$ cat src/rtl/motor_ramp_ctrl.sv
// Duty ramp and direction-reversal sequencer for one motor channel.
// Optional build macro MOTOR_RAMP_BYPASS_EN: apply targets in full on each frame tick.
module motor_ramp_ctrl #(
    parameter logic [9:0] STEP        = 10'd8,
    parameter int         DEAD_FRAMES = 4,
    parameter logic [9:0] MIN_DUTY    = 10'd1
) (
    input  logic       clk,
    input  logic       rst,
    input  logic       cmd_vld,
    input  logic [9:0] cmd_duty,
    input  logic       cmd_dir,
    output logic       cmd_rdy,
    output logic [9:0] duty,
    output logic       fwd,
    output logic       rev,
    output logic       busy
);

    typedef enum logic [1:0] {IDLE, RAMP, DOWN, DEAD} state_t;

    state_t     state_q, state_d;
    logic [9:0] frameCnt_q, frameCnt_d;
    logic [9:0] tgtDuty_q, tgtDuty_d;
    logic       tgtDir_q, tgtDir_d;
    logic       curDir_q, curDir_d;
    logic [9:0] duty_q, duty_d;
    logic [3:0] deadCnt_q, deadCnt_d;
    logic       fwd_q, rev_q, cmdRdy_q, busy_q;

    logic       frameTick;
    logic       accept;
    logic [9:0] cmdClamped;
    logic [9:0] stepToTgt;
    logic [9:0] stepToMin;

`ifdef MOTOR_RAMP_BYPASS_EN
    function automatic logic [9:0] rampStep(input logic [9:0] cur, input logic [9:0] tgt);
        logic [9:0] unusedCur;
        unusedCur = cur;
        rampStep  = tgt;
    endfunction
`else
    // The 11-bit difference keeps the "within one step" test free of wraparound.
    function automatic logic [9:0] rampStep(input logic [9:0] cur, input logic [9:0] tgt);
        logic [10:0] diff;
        if (tgt >= cur) begin
            diff     = {1'b0, tgt} - {1'b0, cur};
            rampStep = (diff <= {1'b0, STEP}) ? tgt : cur + STEP;
        end else begin
            diff     = {1'b0, cur} - {1'b0, tgt};
            rampStep = (diff <= {1'b0, STEP}) ? tgt : cur - STEP;
        end
    endfunction
`endif

    always_comb begin
        frameTick  = &frameCnt_q;
        accept     = cmd_vld & cmdRdy_q;
        cmdClamped = (cmd_duty < MIN_DUTY) ? MIN_DUTY : cmd_duty;
        stepToTgt  = rampStep(duty_q, tgtDuty_q);
        stepToMin  = rampStep(duty_q, MIN_DUTY);

        state_d    = state_q;
        frameCnt_d = frameCnt_q + 10'd1;
        tgtDuty_d  = tgtDuty_q;
        tgtDir_d   = tgtDir_q;
        curDir_d   = curDir_q;
        duty_d     = duty_q;
        deadCnt_d  = deadCnt_q;

        case (state_q)
            IDLE: begin
                if (accept) begin
                    tgtDuty_d = cmdClamped;
                    tgtDir_d  = cmd_dir;
                    if (cmd_dir != curDir_q)
                        state_d = DOWN;
                    else if (cmdClamped != duty_q)
                        state_d = RAMP;
                end
            end
            RAMP: begin
                // A tick in the acceptance cycle still steps toward the old target.
                if (frameTick) begin
                    duty_d = stepToTgt;
                    if (stepToTgt == tgtDuty_q)
                        state_d = IDLE;
                end
                if (accept) begin
                    tgtDuty_d = cmdClamped;
                    tgtDir_d  = cmd_dir;
                    state_d   = (cmd_dir != curDir_q) ? DOWN : RAMP;
                end
            end
            DOWN: begin
                if (frameTick) begin
                    duty_d = stepToMin;
                    if (stepToMin == MIN_DUTY) begin
                        state_d   = DEAD;
                        deadCnt_d = 4'(DEAD_FRAMES);
                    end
                end
            end
            DEAD: begin
                duty_d = MIN_DUTY;
                if (frameTick) begin
                    deadCnt_d = deadCnt_q - 4'd1;
                    if (deadCnt_q == 4'd1) begin
                        curDir_d = tgtDir_q;
                        state_d  = (tgtDuty_q == MIN_DUTY) ? IDLE : RAMP;
                    end
                end
            end
            default: state_d = IDLE;
        endcase
    end

    // Outputs are registered from the next-state values so they move with the state.
    always_ff @(posedge clk) begin
        if (rst) begin
            state_q    <= IDLE;
            frameCnt_q <= '0;
            tgtDuty_q  <= MIN_DUTY;
            tgtDir_q   <= 1'b1;
            curDir_q   <= 1'b1;
            duty_q     <= MIN_DUTY;
            deadCnt_q  <= '0;
            fwd_q      <= 1'b1;
            rev_q      <= 1'b0;
            cmdRdy_q   <= 1'b1;
            busy_q     <= 1'b0;
        end else begin
            state_q    <= state_d;
            frameCnt_q <= frameCnt_d;
            tgtDuty_q  <= tgtDuty_d;
            tgtDir_q   <= tgtDir_d;
            curDir_q   <= curDir_d;
            duty_q     <= duty_d;
            deadCnt_q  <= deadCnt_d;
            fwd_q      <= (state_d != DEAD) &  curDir_d;
            rev_q      <= (state_d != DEAD) & ~curDir_d;
            cmdRdy_q   <= (state_d == IDLE) || (state_d == RAMP);
            busy_q     <= (state_d != IDLE);
        end
    end

    assign duty    = duty_q;
    assign fwd     = fwd_q;
    assign rev     = rev_q;
    assign cmd_rdy = cmdRdy_q;
    assign busy    = busy_q;

endmodule
$ cat config.mk
export PLATFORM = sky130hd
export DESIGN_NAME = motor_ramp_ctrl
export DESIGN_NICKNAME = d
export VERILOG_FILES = /design/src/rtl/motor_ramp_ctrl.sv
export SDC_FILE = /design/constraint.sdc
export NUM_CORES = 1
export LEC_CHECK = 0
export ABC_AREA = 1
export CORE_AREA = 2 2 122 124
export DETAILED_ROUTE_END_ITERATION = 8
export DIE_AREA = 0 0 124 126
export GPL_TIMING_DRIVEN = 0
export SYNTH_ARGS = -nofsm -noshare
export SYNTH_HDL_FRONTEND = slang
export SYNTH_SLANG_ARGS = --single-unit
$ cat constraint.sdc
create_clock -name clk -period 4.4 [get_ports clk]
set_input_delay 0.44 -clock clk [delete_from_list [all_inputs] [get_ports clk]]
set_output_delay 0.44 -clock clk [all_outputs]
set_load 0.005 [all_outputs]
==> run_results.csv <==
group,metric,value,unit
run_status,status,"completed",
timing,skew,0.00430,ns
critical_path,path_max_fanout,10,
floorplanning,ios,28,
cts,cts_resized,0,
floorplanning,die_w,124,µm
floorplanning,initial_core_util,28.7,%
logic_synthesis,seq_area_frac_synth,20.5,%
place,dp_worst_setup_slack,0.521,ns
grt,grt_max_degree,14,
cells_and_area,syn2layout_area_growth,15.6,%
logic_synthesis,yosysMostFrequentCell,"nand2_1",
logic_synthesis,synth_cell_types,42,
floorplanning,fp.dieH,126,µm
cells_and_area,multiInputGateArea,0.00276,mm²
critical_path,crit_required,4.58,ns
drt,first_pass_iters,5,
cells_and_area,fillerInstances,1619,
min_path,hold_end,"frameCnt_q[0]$_SDFF_PP0_",
timing,period_needed,3.98,ns
place,gp_congestion,0.885,
pwr,power,1.49,mW
cells_and_area,post-route-cell-area,0.00475,mm²
logic_synthesis,synth_area_leader_cell,"dfxtp_1",
critical_path,reg2reg_from,"duty[3]$_SDFFE_PP0P_",
cells_and_area,post-route-util,33.2,%
timing,whs,0.449,ns
place,place_inst,906,
logic_synthesis,synthCells,696,
timing,rsz0062_at_grt,"false",
pwr,power.density,315,mW/mm²
logic_synthesis,syn_nets,736,
floorplanning,design.core.area,0.0143,mm²
grt,track_usage,18.0,%
timing,fin_crit_sh,90.5,%
floorplanning,rows,44,
cells_and_area,final_layout_size_suffix_gt1_share,6.16,%
drt,routed_via_density,4.95,
pwr,vdd_drop_max,0.000213,V
cts,cts_tree,"done",
cells_and_area,n_antenna_cell,0,
logic_synthesis,ys.flop_type,"dfxtp_1",
timing,final-hold-violation-count,0,
logic_synthesis,netlist_top_cells_area,"dfxtp_1 20%, nand2_1 18%, nand3_1 12%",
timing,tightestPinTransition,0.697,ns
cts,clock_path_buffers,2,
logic_synthesis,avgSynthCellArea,5.90,µm²
pwr,p_leak,2.34,nW
place,dp.final_hpwl,10700,µm
timing,fin_tns_setup,0,ns
drt,vias,4526,
critical_path,worstSetupStartpointType,"flip-flop",
critical_path,reg2reg_depth,24,
critical_path,r2r-end,"busy$_SDFF_PP0_",
timing,setup_violations,0,
place,io_buffers,26,
timing,slew_headroom,53.3,%
grt,antenna_found_initial,0,
cells_and_area,instances_no_fill,914,
logic_synthesis,synth_top_area_share,20.5,%
drt,totalWireLength,13500,µm
min_path,worst_hold_path.num_cells,1,
cells_and_area,nNetsFinal,769,
cts,clk_latency,0.29,ns
logic_synthesis,ys_ff_latch,42,
critical_path,cp-end-kind,"flip-flop",
timing,slew_viol_final,0,
floorplanning,dieArea,0.0156,mm²
timing,max_freq,251,MHz
drt,drtIter0Drc,304,
logic_synthesis,ys_top_cells_by_count,"195 x nand2_1, 102 x inv_1, 99 x nand3_1",
min_path,hold_start,"frameCnt_q[0]$_SDFF_PP0_",
cts,cts_setup_buffers,0,
cts,clk_pin_slew_worst_paths,0.06,ns
timing,worst_slack,0.419,ns
logic_synthesis,yosysWarningCount,0,
run,cap_violations,0,
drt,drc,0,
cts,cts.sinks,42,
critical_path,rrSetupSlack,0.42,ns
cts,ctsHoldBuffers,0,
cts,root_buffer,"clkbuf_16",
logic_synthesis,synthArstFlopShare,0,%
logic_synthesis,syn_area,0.00410,mm²
min_path,min_path_type,"flip-flop to flip-flop",
critical_path,worstPathArrival,4.16,ns
cells_and_area,regArea,841,µm²
logic_synthesis,synth-edff-count,0,
place,placed_area,0.00459,mm²
drt,wl_per_cell,14.8,µm
cts,cts_made_buffers,5,
grt,grt_pass1_wl,21900,µm
drt,route.antenna.remaining_nets,0,
critical_path,crit_type,"flip-flop to flip-flop",
grt,grt-ovfl-total,0,
cts,cts.htree.levels,2,
grt,grt_pass1_vias,4345,
## registers in the layout, indices dropped and copies added (netlist names)
| name | cells |
|---|---|
| rev | 1 |
| duty | 10 |
| tgtDuty_q | 10 |
| busy | 1 |
| state_q | 2 |
| deadCnt_q | 4 |
| frameCnt_q | 10 |
| fwd | 1 |
| curDir_q | 1 |
| cmd_rdy | 1 |
| tgtDir_q | 1 |
## layout make-up
class | instances | share of cell area (%)
Buffer | 19 | 2.19
Sequential cell | 42 | 17.7
Clock buffer | 6 | 2.93
Tap cell | 184 | 4.85
Timing Repair Buffer | 26 | 5.48
Multi-Input combinational cell | 528 | 58.1
Clock inverter | 2 | 0.264
Inverter | 107 | 8.46
## logic make-up after synthesis
family,share of synthesized area [%]
simple gates,43.6
buf+inv,12.3
compound gates,11.1
flops,20.5
fa+ha+maj,7.93
xor+xnor,4.27
mux,0.274
## worst max-delay path, stage by stage (launching register included)
cell and delay, ns:
dfxtp_1 0.44, clkbuf_1 0.38, inv_1 0.24, ha_1 0.50, nand2_1 0.14, inv_1 0.10, nand2_1 0.07, nand2_1 0.08
nand2_1 0.09, nand3_1 0.10, nand3_1 0.09, nor2_2 0.45, nand3_1 0.14, nand3_1 0.12, nand2_1 0.11, nand2_1 0.08
nand2_1 0.05, inv_1 0.05, nand2_1 0.06, nor2_1 0.08, nand3_1 0.12, nand2_1 0.10, nand3_2 0.09, nand2_1 0.12
nand2_1 0.06
## cells in the final DEF (no fill, tap or decap), types with 2 or more instances in the layout
cell             count
o21ai_1              3
o21ai_0             20
nor4_1               9
buf_4                3
a211oi_1             6
buf_2                5
nand3_2              6
xor2_1              20
nand2_2              7
ha_1                26
clkbuf_1             7
a21oi_1             30
o211ai_1             2
a221oi_1             2
nor2_4               2
clkbuf_16            5
nand2_1            195
buf_6                2
dfxtp_1             42
nand3_1             99
a31oi_1              8
nand4_1              9
nor3_1               6
clkinv_1             3
nor2_1              58
nor2_2               5
clkdlybuf4s50_1     26
inv_2                2
o21bai_1             2
inv_1              102
buf_1                2
## power by group
group | total (mW) | switching (mW) | internal (mW)
Combinational | 0.691 | 0.464 | 0.227
Sequential | 0.421 | 0.0218 | 0.399
Clock | 0.381 | 0.156 | 0.225
## worst max-delay path by stage
stage | slack [ns] | cells past startpoint | from | to
after floorplan | 1.53 | 24 | duty[3]$_SDFFE_PP0P_ | busy$_SDFF_PP0_
after global placement | 0.46 | 24 | duty[3]$_SDFFE_PP0P_ | busy$_SDFF_PP0_
after detailed placement | 0.52 | 24 | duty[3]$_SDFFE_PP0P_ | busy$_SDFF_PP0_
after CTS | 0.50 | 24 | duty[3]$_SDFFE_PP0P_ | busy$_SDFF_PP0_
after global routing | 0.01 | 24 | duty[3]$_SDFFE_PP0P_ | busy$_SDFF_PP0_
final | 0.42 | 24 | duty[3]$_SDFFE_PP0P_ | busy$_SDFF_PP0_
## layer usage
metal	GRT usage (%)	vias up	wire, µm
met5	0	-	0
met4	8.53	0	530
met3	2.58	34	662
met2	29.3	152	6290
met1	23.2	2026	6040
li1	-	2314	-
Note: power is estimated with default switching activity, not from simulation.
